===== src/rtl/pc_lut_pkg.sv =====
// Shared types and default program table for the
// writable fetch-stage PC/constant lookup table.
package pc_lut_pkg;

  typedef enum logic {INIT, RUN} lut_state_t;

  localparam int LUT_MIN_DEPTH = 23;

  // {defined, value}
  function automatic logic [12:0] default_target(
    input int unsigned idx
  );
    logic [12:0] r;
    r = 13'h0000;
    case (idx)
      0:  r = {1'b1, 12'h000};
      1:  r = {1'b1, 12'h001};
      2:  r = {1'b1, 12'h008};
      3:  r = {1'b1, 12'h010};
      4:  r = {1'b1, 12'h011};
      5:  r = {1'b1, 12'h0FF};
      6:  r = {1'b1, 12'h080};
      10: r = {1'b1, 12'h009};
      11: r = {1'b1, 12'h00D};
      12: r = {1'b1, 12'h010};
      13: r = {1'b1, 12'h014};
      14: r = {1'b1, 12'h01D};
      15: r = {1'b1, 12'h025};
      16: r = {1'b1, 12'h032};
      17: r = {1'b1, 12'h034};
      18: r = {1'b1, 12'h041};
      19: r = {1'b1, 12'h043};
      20: r = {1'b1, 12'h046};
      21: r = {1'b1, 12'h049};
      22: r = {1'b1, 12'h1FF};
      default: r = 13'h0000;
    endcase
    return r;
  endfunction

endpackage


===== src/rtl/lut_init_seq.sv =====
// Init sequencer: walks every entry once after reset
// or reinit, emitting default-table writes.
module lut_init_seq
  import pc_lut_pkg::*;
#(
  parameter int D     = 12,
  parameter int A     = 5,
  parameter int DEPTH = 2**A
) (
  input  logic         clk,
  input  logic         reset_n,
  input  logic         reinit,
  output logic         init_we,
  output logic [A-1:0] init_addr,
  output logic [D-1:0] init_data,
  output logic         init_def,
  output logic         ready
);

  localparam logic [A-1:0] LAST = A'(DEPTH - 1);

  lut_state_t   state;
  logic [A-1:0] idx;
  logic [12:0]  dflt;

  always_ff @(posedge clk or negedge reset_n) begin
    if (!reset_n) begin
      state <= INIT;
      idx   <= '0;
    end else if (reinit) begin
      state <= INIT;
      idx   <= '0;
    end else if (state == INIT) begin
      idx <= idx + 1'b1;
      if (idx == LAST)
        state <= RUN;
    end
  end

  assign dflt      = default_target(32'(idx));
  assign init_we   = (state == INIT);
  assign init_addr = idx;
  assign init_data = D'(dflt[11:0]);
  assign init_def  = dflt[12];
  assign ready     = (state == RUN);

endmodule


===== src/rtl/pc_target_lut_rf.sv =====
// Writable PC/constant lookup table with registered
// reads, patch writes and a self-loading default table.
module pc_target_lut_rf
  import pc_lut_pkg::*;
#(
  parameter int D     = 12,
  parameter int A     = 5,
  parameter int DEPTH = 2**A
) (
  input  logic         clk,
  input  logic         reset_n,
  input  logic         reinit,
  output logic         ready,
  input  logic         rd_en,
  input  logic [A-1:0] rd_addr,
  output logic [D-1:0] rd_data,
  output logic         rd_def,
  output logic         rd_valid,
  input  logic         wr_en,
  input  logic [A-1:0] wr_addr,
  input  logic [D-1:0] wr_data
);

  logic [D-1:0]     mem [DEPTH];
  logic [DEPTH-1:0] def_q;

  logic         init_we;
  logic [A-1:0] init_addr;
  logic [D-1:0] init_data;
  logic         init_def;
  logic         rd_in, wr_in;
  logic         rd_acc, wr_acc;

  lut_init_seq #(.D(D), .A(A), .DEPTH(DEPTH)) u_seq (
    .clk       (clk),
    .reset_n   (reset_n),
    .reinit    (reinit),
    .init_we   (init_we),
    .init_addr (init_addr),
    .init_data (init_data),
    .init_def  (init_def),
    .ready     (ready)
  );

  if (DEPTH == (1 << A)) begin : g_full
    assign rd_in = 1'b1;
    assign wr_in = 1'b1;
  end else begin : g_part
    assign rd_in = {1'b0, rd_addr} < (A+1)'(DEPTH);
    assign wr_in = {1'b0, wr_addr} < (A+1)'(DEPTH);
  end

  assign rd_acc = rd_en & ready;
  assign wr_acc = wr_en & ready & wr_in;

  // Init and port writes never overlap: ports only act in RUN.
  always_ff @(posedge clk) begin
    if (init_we) begin
      mem[init_addr]   <= init_data;
      def_q[init_addr] <= init_def;
    end else if (wr_acc) begin
      mem[wr_addr]   <= wr_data;
      def_q[wr_addr] <= 1'b1;
    end
  end

  always_ff @(posedge clk or negedge reset_n) begin
    if (!reset_n) begin
      rd_data  <= '0;
      rd_def   <= 1'b0;
      rd_valid <= 1'b0;
    end else begin
      rd_valid <= rd_acc;
      if (rd_acc) begin
        if (!rd_in) begin
          rd_data <= '0;
          rd_def  <= 1'b0;
        end else if (wr_acc && wr_addr == rd_addr) begin
          rd_data <= wr_data;
          rd_def  <= 1'b1;
        end else begin
          rd_data <= mem[rd_addr];
          rd_def  <= def_q[rd_addr];
        end
      end
    end
  end

endmodule


===== config.mk =====
export PLATFORM = sky130hd
export DESIGN_NAME = pc_target_lut_rf
export DESIGN_NICKNAME = d
export VERILOG_FILES = /design/src/rtl/pc_lut_pkg.sv /design/src/rtl/lut_init_seq.sv /design/src/rtl/pc_target_lut_rf.sv
export SDC_FILE = /design/constraint.sdc
export NUM_CORES = 1
export LEC_CHECK = 0
export ABC_AREA = 1
export BUFFER_PORTS_ARGS = -buffer_cell sky130_fd_sc_hd__buf_2
export CAP_MARGIN = 5
export CORE_ASPECT_RATIO = 0.6
export CORE_MARGIN = 5
export CORE_UTILIZATION = 55
export CTS_CLUSTER_DIAMETER = 40
export DETAILED_ROUTE_END_ITERATION = 8
export PLACE_DENSITY_LB_ADDON = 0.12
export SYNTH_ARGS = -nofsm -noshare
export SYNTH_HDL_FRONTEND = slang
export SYNTH_SLANG_ARGS = --single-unit

===== constraint.sdc =====
create_clock -name clk -period 3.05 [get_ports clk]
set_clock_uncertainty 0.1 [all_clocks]
set_input_delay 0.1525 -clock clk [delete_from_list [all_inputs] [get_ports clk]]
set_output_delay 0.1525 -clock clk [all_outputs]
set_load 0.005 [all_outputs]

* After elaboration in Yosys (flattened, before gate mapping)
Memories as Yosys holds them, arrays and structs flattened. A register that Yosys moved wholly into a read port is not among the register bits.
Index checks and enable logic that the tools add are counted.
W data, S select, Z words.
** Operators by class
- Magnitude comparators :: 5
- Equality and inequality tests :: 4
- Bitwise gates (word level) :: 3
- Add/subtract/negate cells :: 1
- Multiplexer cells :: 22
- Reductions and logical operators :: 5
** Operators by type and width (number)
- $mux W32 :: 2
- $bwmux W32 :: 1
- $or A32 B32 Y32 :: 1
- $lt A5 B6 Y1 const B :: 3
- $mux W5 :: 3
- $mux W1 :: 12
- $mux W12 :: 1
- $reduce_or A12 Y1 :: 1
- $demux W1 S5 :: 2
- $ge A5 B1 Y1 const B :: 2
- $add A5 B1 Y5 const B :: 1
- $bmux W1 S5 :: 1
- $eq A5 B5 Y1 :: 1
- $eq A5 B5 Y1 const B :: 1
- $ne A2 B2 Y1 const B :: 2
- $logic_and A1 B1 Y1 :: 3
- $and A1 B1 Y1 :: 2
- $logic_not A1 Y1 :: 1
** Storage, ports and cells
- Output and inout port bits :: 15
- Logic and storage cells :: 47
- Register bits after elaboration :: 40
- ROM bits :: 320
- Memories :: 2
- Memory bits (writable) :: 384
** Memories
- mem :: depth 32, bits a word 12, rd ports 1, clocked after Yosys merged registers in 1, write ports 1, line pc_target_lut_rf.sv:24 : logic [D-1:0] mem [DEPTH];
- (no name shown) :: depth 32, bits a word 10, rd ports 1, clocked after Yosys merged registers in 0, write ports 0, line pc_lut_pkg.sv:15 : case (idx)

* Logic depth before layout (Yosys ltp)
- Depth after elaboration :: 7
- Mapped depth :: 14

* Cells and area by module
From an unflattened synthesis, not the netlist that was laid out.
** Unflattened totals
- Cell total of the unflattened synthesis :: 1925
- Area, all modules :: 19650.1 um^2
** Modules (own cells, without submodules)
- pc_target_lut_rf :: seq. area each 12842.3 um^2, cells each 1827, area an instance 18960.7 um^2, instances 1
- lut_init_seq :: seq. area each 150.1 um^2, cells each 98, area an instance 689.4 um^2, instances 1

* Least setup slack after synthesis
OpenSTA, ideal clock, no wires.
- Kind :: register -> register
- Start :: register u_seq.init_addr[1] (netlist name)
- End :: register rd_data[1], read port of mem
- Data required time :: 2885 ps
- Buffers on the path :: 0
- Arrival :: 2293 ps
- Cell stages (with the launch flop) :: 10
- Path slack :: 592 ps
- Setup time :: 65 ps
- Period minus slack after synthesis :: 2458 ps
- Path through :: dfrtp_1 -> inv_1 -> ha_1 -> inv_1 -> o21ai_0 -> a21oi_1 -> nor2_1 -> nor2_1 -> nand2_1 -> nand2_1
** RTL lines
- to (decl) :: line pc_target_lut_rf.sv:16 : output logic [D-1:0] rd_data,

* Final worst setup path
- Start :: register u_seq.state, in the netlist u_seq.ready
- End :: memory mem[6][1] (enable)
** On the way
- Cells in the longest elaborated chain, start to end :: 6
** Ends and longest elaborated chain
- from (decl) :: line lut_init_seq.sv:22 : lut_state_t state;
- from (signal assigned) :: line lut_init_seq.sv:28 : state <= INIT;
- from (signal assigned) :: line lut_init_seq.sv:31 : state <= INIT;
- from (signal assigned) :: line lut_init_seq.sv:36 : state <= RUN;
- $and A1 B1 Y1 :: line pc_target_lut_rf.sv:54 : assign wr_acc = wr_en & ready & wr_in;
- $mux W1 :: line pc_target_lut_rf.sv:61 : end else if (wr_acc) begin
- $mux W1 :: line pc_target_lut_rf.sv:58 : if (init_we) begin
- $mux W1 (not written as such) :: line pc_target_lut_rf.sv:62 : mem[wr_addr] <= wr_data;
- $reduce_or A12 Y1 (no source line)
- $mux W5 (no source line) or $mux W1 (tied branches)
- to (decl) :: line pc_target_lut_rf.sv:24
Several ways; a longest one is shown, not always the timed one.

==> impl_metrics.toml <==
[status]
status = "finished, final reports clean"

[die]
num_io_pins = 42
core_area_um2 = 35210
dieArea_um2 = 39940
die_h_um = 156.8
die_w_um = 254.7
rows = 53
initial_core_util = 0.5611

[clock_network]
cts_hold_buffers = 6
htree_levels = 2
cts_setup_buffers = 0
numCtsBuffers = 45
clkLatencyLatePin_ns = 0.56
clockRootBuffer = "clkbuf_16"
clkSinkCount = 436
clkSlewWorstSetupHoldPaths_ns = 0.06
tritoncts = "yes"
cts_buffer_depth = 3
ctsResizeCount = 0

[synthesis]
ys_seq_elements = 436
syn_inst = 1996
synthArstFlopShare = 0.04587
synth_nets = 2031
mappedNetlistArea_um2 = 19760
yosysWarnings = 0
synth_edf_count = 416
avgSynthCellArea_um2 = 9.899
synth_cell_types = 36
synth_flop_cell = "edfxtp_1"
yosysSeqAreaShare = 0.6576

[global_route]
grt_usage = 0.2828
grt_pass1_vias = 13452
antenna_found_initial = 0
grt_pass1_wl_um = 84720
grt_max_degree = 104
gr-total-overflow = 0

[routing]
avgRoutedWirePerCell_um = 22.15
vias = 14740
drt_iter0_markers = 1895
vias_per_cell = 5.751
drc_errors = 0
ant_nets = 0
routed_wl_um = 56760
first_pass_iters = 5

[power_and_ir_drop]
ir_worst_vdd_mv = 0.4563
clkPwrFrac = 0.415
pwr-share-seq = 0.510
cellInternalPower_mw = 9.892
p_sw_mw = 3.110
powerDensity_nw_per_um2 = 582.7
power_leakage_nw = 9.372
swShare = 0.2392
combinationalPowerShare = 0.076

[placed_design]
dp_hpwl_um = 37300
io_buffers = 41
place_congestion = 0.9805

[job]
maxCapViolations = 0

[setup_path]
cp_slowest_stage_delay_ns = 0.95
cp_data_arrival_time_ns = 2.77
crit_path_end_kind = "register"
path_depth = 6
path_buf_inv = 1
start_kind = "register"
crit_chain = "nand2_2 > nand2_1 > nand2_1 > inv_1 > nand3_1 > nor2_1"
required_ns = 3.12
criticalPathCategory = "reg -> reg"
crit_slowest_cell = "nor2_1"
path_delay_family = "simple AND/OR/NAND/NOR gates"
rr_worst_depth = 6
path_common_cell = "nand2_1"
critPathMaxFanout = 12

[sta]
max-slew-margin-rel = 0.1747
fin_tns_setup_ns = 0
finalHoldViolCount = 0
rsz0062_at_grt = "false"
worstMarginPinSlew_ns = 1.233
layout_min_cycle_time_ns = 2.701
fin_crit_sh = 0.8855
fmax_ghz = 0.3703
setup_viol = 0
slew_violations = 0

[final_layout]
drive_gt1_frac = 0.1035
final_common_cell = "nand2_1"
final_util = 0.6337
synthToLayoutAreaGrowth_pct = 12.94
final_cell_mix = "nand2_1 (678), edfxtp_1 (416), nand3_1 (315)"
n_antenna_cell = 0
finalNetCount = 2097

[worst_hold_path]
hp-class = "in -> async"
registers in the layout (all words and copies together), names as in the netlist:
signal,flops
rd_data,12
mem,384
u_seq.ready,1
u_seq.init_addr,5
rd_def,1
def_q,32
rd_valid,1
final timing paths:
kind                             start          end  slack [ns]
max                        u_seq.ready    mem[6][1]        0.35
min                            reset_n       rd_def        0.02
max reg2reg                u_seq.ready    mem[6][1]        0.35
min reg2reg                 rd_data[7]   rd_data[7]        0.42
max in group asynchronous      reset_n  u_seq.ready        2.43
min in group clk           wr_data[10]  rd_data[10]        0.03
synthesized netlist by cell type (2+ instances only):
master,instances,area (um^2)
or2_2,4,25.02
nor2_1,114,427.9
buf_2,25,125.1
o22ai_1,5,31.28
a31oi_1,2,12.51
a32o_1,12,120.1
buf_1,18,67.56
inv_1,166,623.1
edfxtp_1,416,12490
nor2_2,4,25.02
nand2_2,6,37.54
o32ai_1,3,26.28
a21oi_2,4,35.03
dfrtp_1,20,500.5
buf_6,2,22.52
nand2_1,678,2545
o21ai_1,2,10.01
inv_2,7,26.28
o211ai_1,11,82.58
nand3_1,315,1577
a21oi_1,22,110.1
clkbuf_1,59,221.5
ha_1,8,100.1
buf_4,3,22.52
nor3_1,4,20.02
o21ai_0,76,380.4
final cells by class:
class                      count  area (um^2)
tap                          467        584.3
clock buffer                  57         1214
fill                        2837        12900
sequential                   436        12990
inverter                     173        656.9
timing repair buffer         126        979.7
clock inverter                24        222.7
multi-input combinational   1280         5665
logic make-up after synthesis:
logic type      share of synthesized area
compound gates                    0.04268
xor+xnor                        0.0004434
fa+ha+maj                        0.005066
buf+inv                           0.05611
flops                              0.6576
simple gates                       0.2381
stage by stage:
stage	area, um^2	hold slack (ns)	power (mW)	setup WS [ns]	cells
after floorplan	19760	-0.2431	7.297	0.5923	1996
after global placement	20820	0.05677	7.701	0.4703	2476
after detailed placement	20820	0.05660	7.708	0.3122	2476
after CTS	22320	0.002227	13.04	0.3152	2563
after global routing	22320	0.03819	13.39	0.1305	2563
final	22320	0.01581	13.00	0.3492	2563
power by group through the flow:
| stage | clock network (mW) | registers, mW | logic, mW |
|---|---|---|---|
| after CTS | 5.45 | 6.63 | 0.964 |
| after floorplan | 0 | 6.75 | 0.549 |
| after global placement | 0 | 6.75 | 0.950 |
| after detailed placement | 0 | 6.75 | 0.955 |
| after global routing | 5.70 | 6.63 | 1.06 |
| final | 5.39 | 6.63 | 0.986 |
layer usage:
metal | vias to the layer above | wire, um | share of wire | track usage
met1 | 7022 | 25640 | 0.45 | 0.4647
met3 | 73 | 7216 | 0.13 | 0.07525
li1 | 6842 | - | - | -
met4 | 0 | 1179 | 0.021 | 0.06023
met2 | 803 | 22730 | 0.40 | 0.3755
met5 | - | 0 | 0 | 0
No activity file was read; power rests on OpenSTA's default activity.
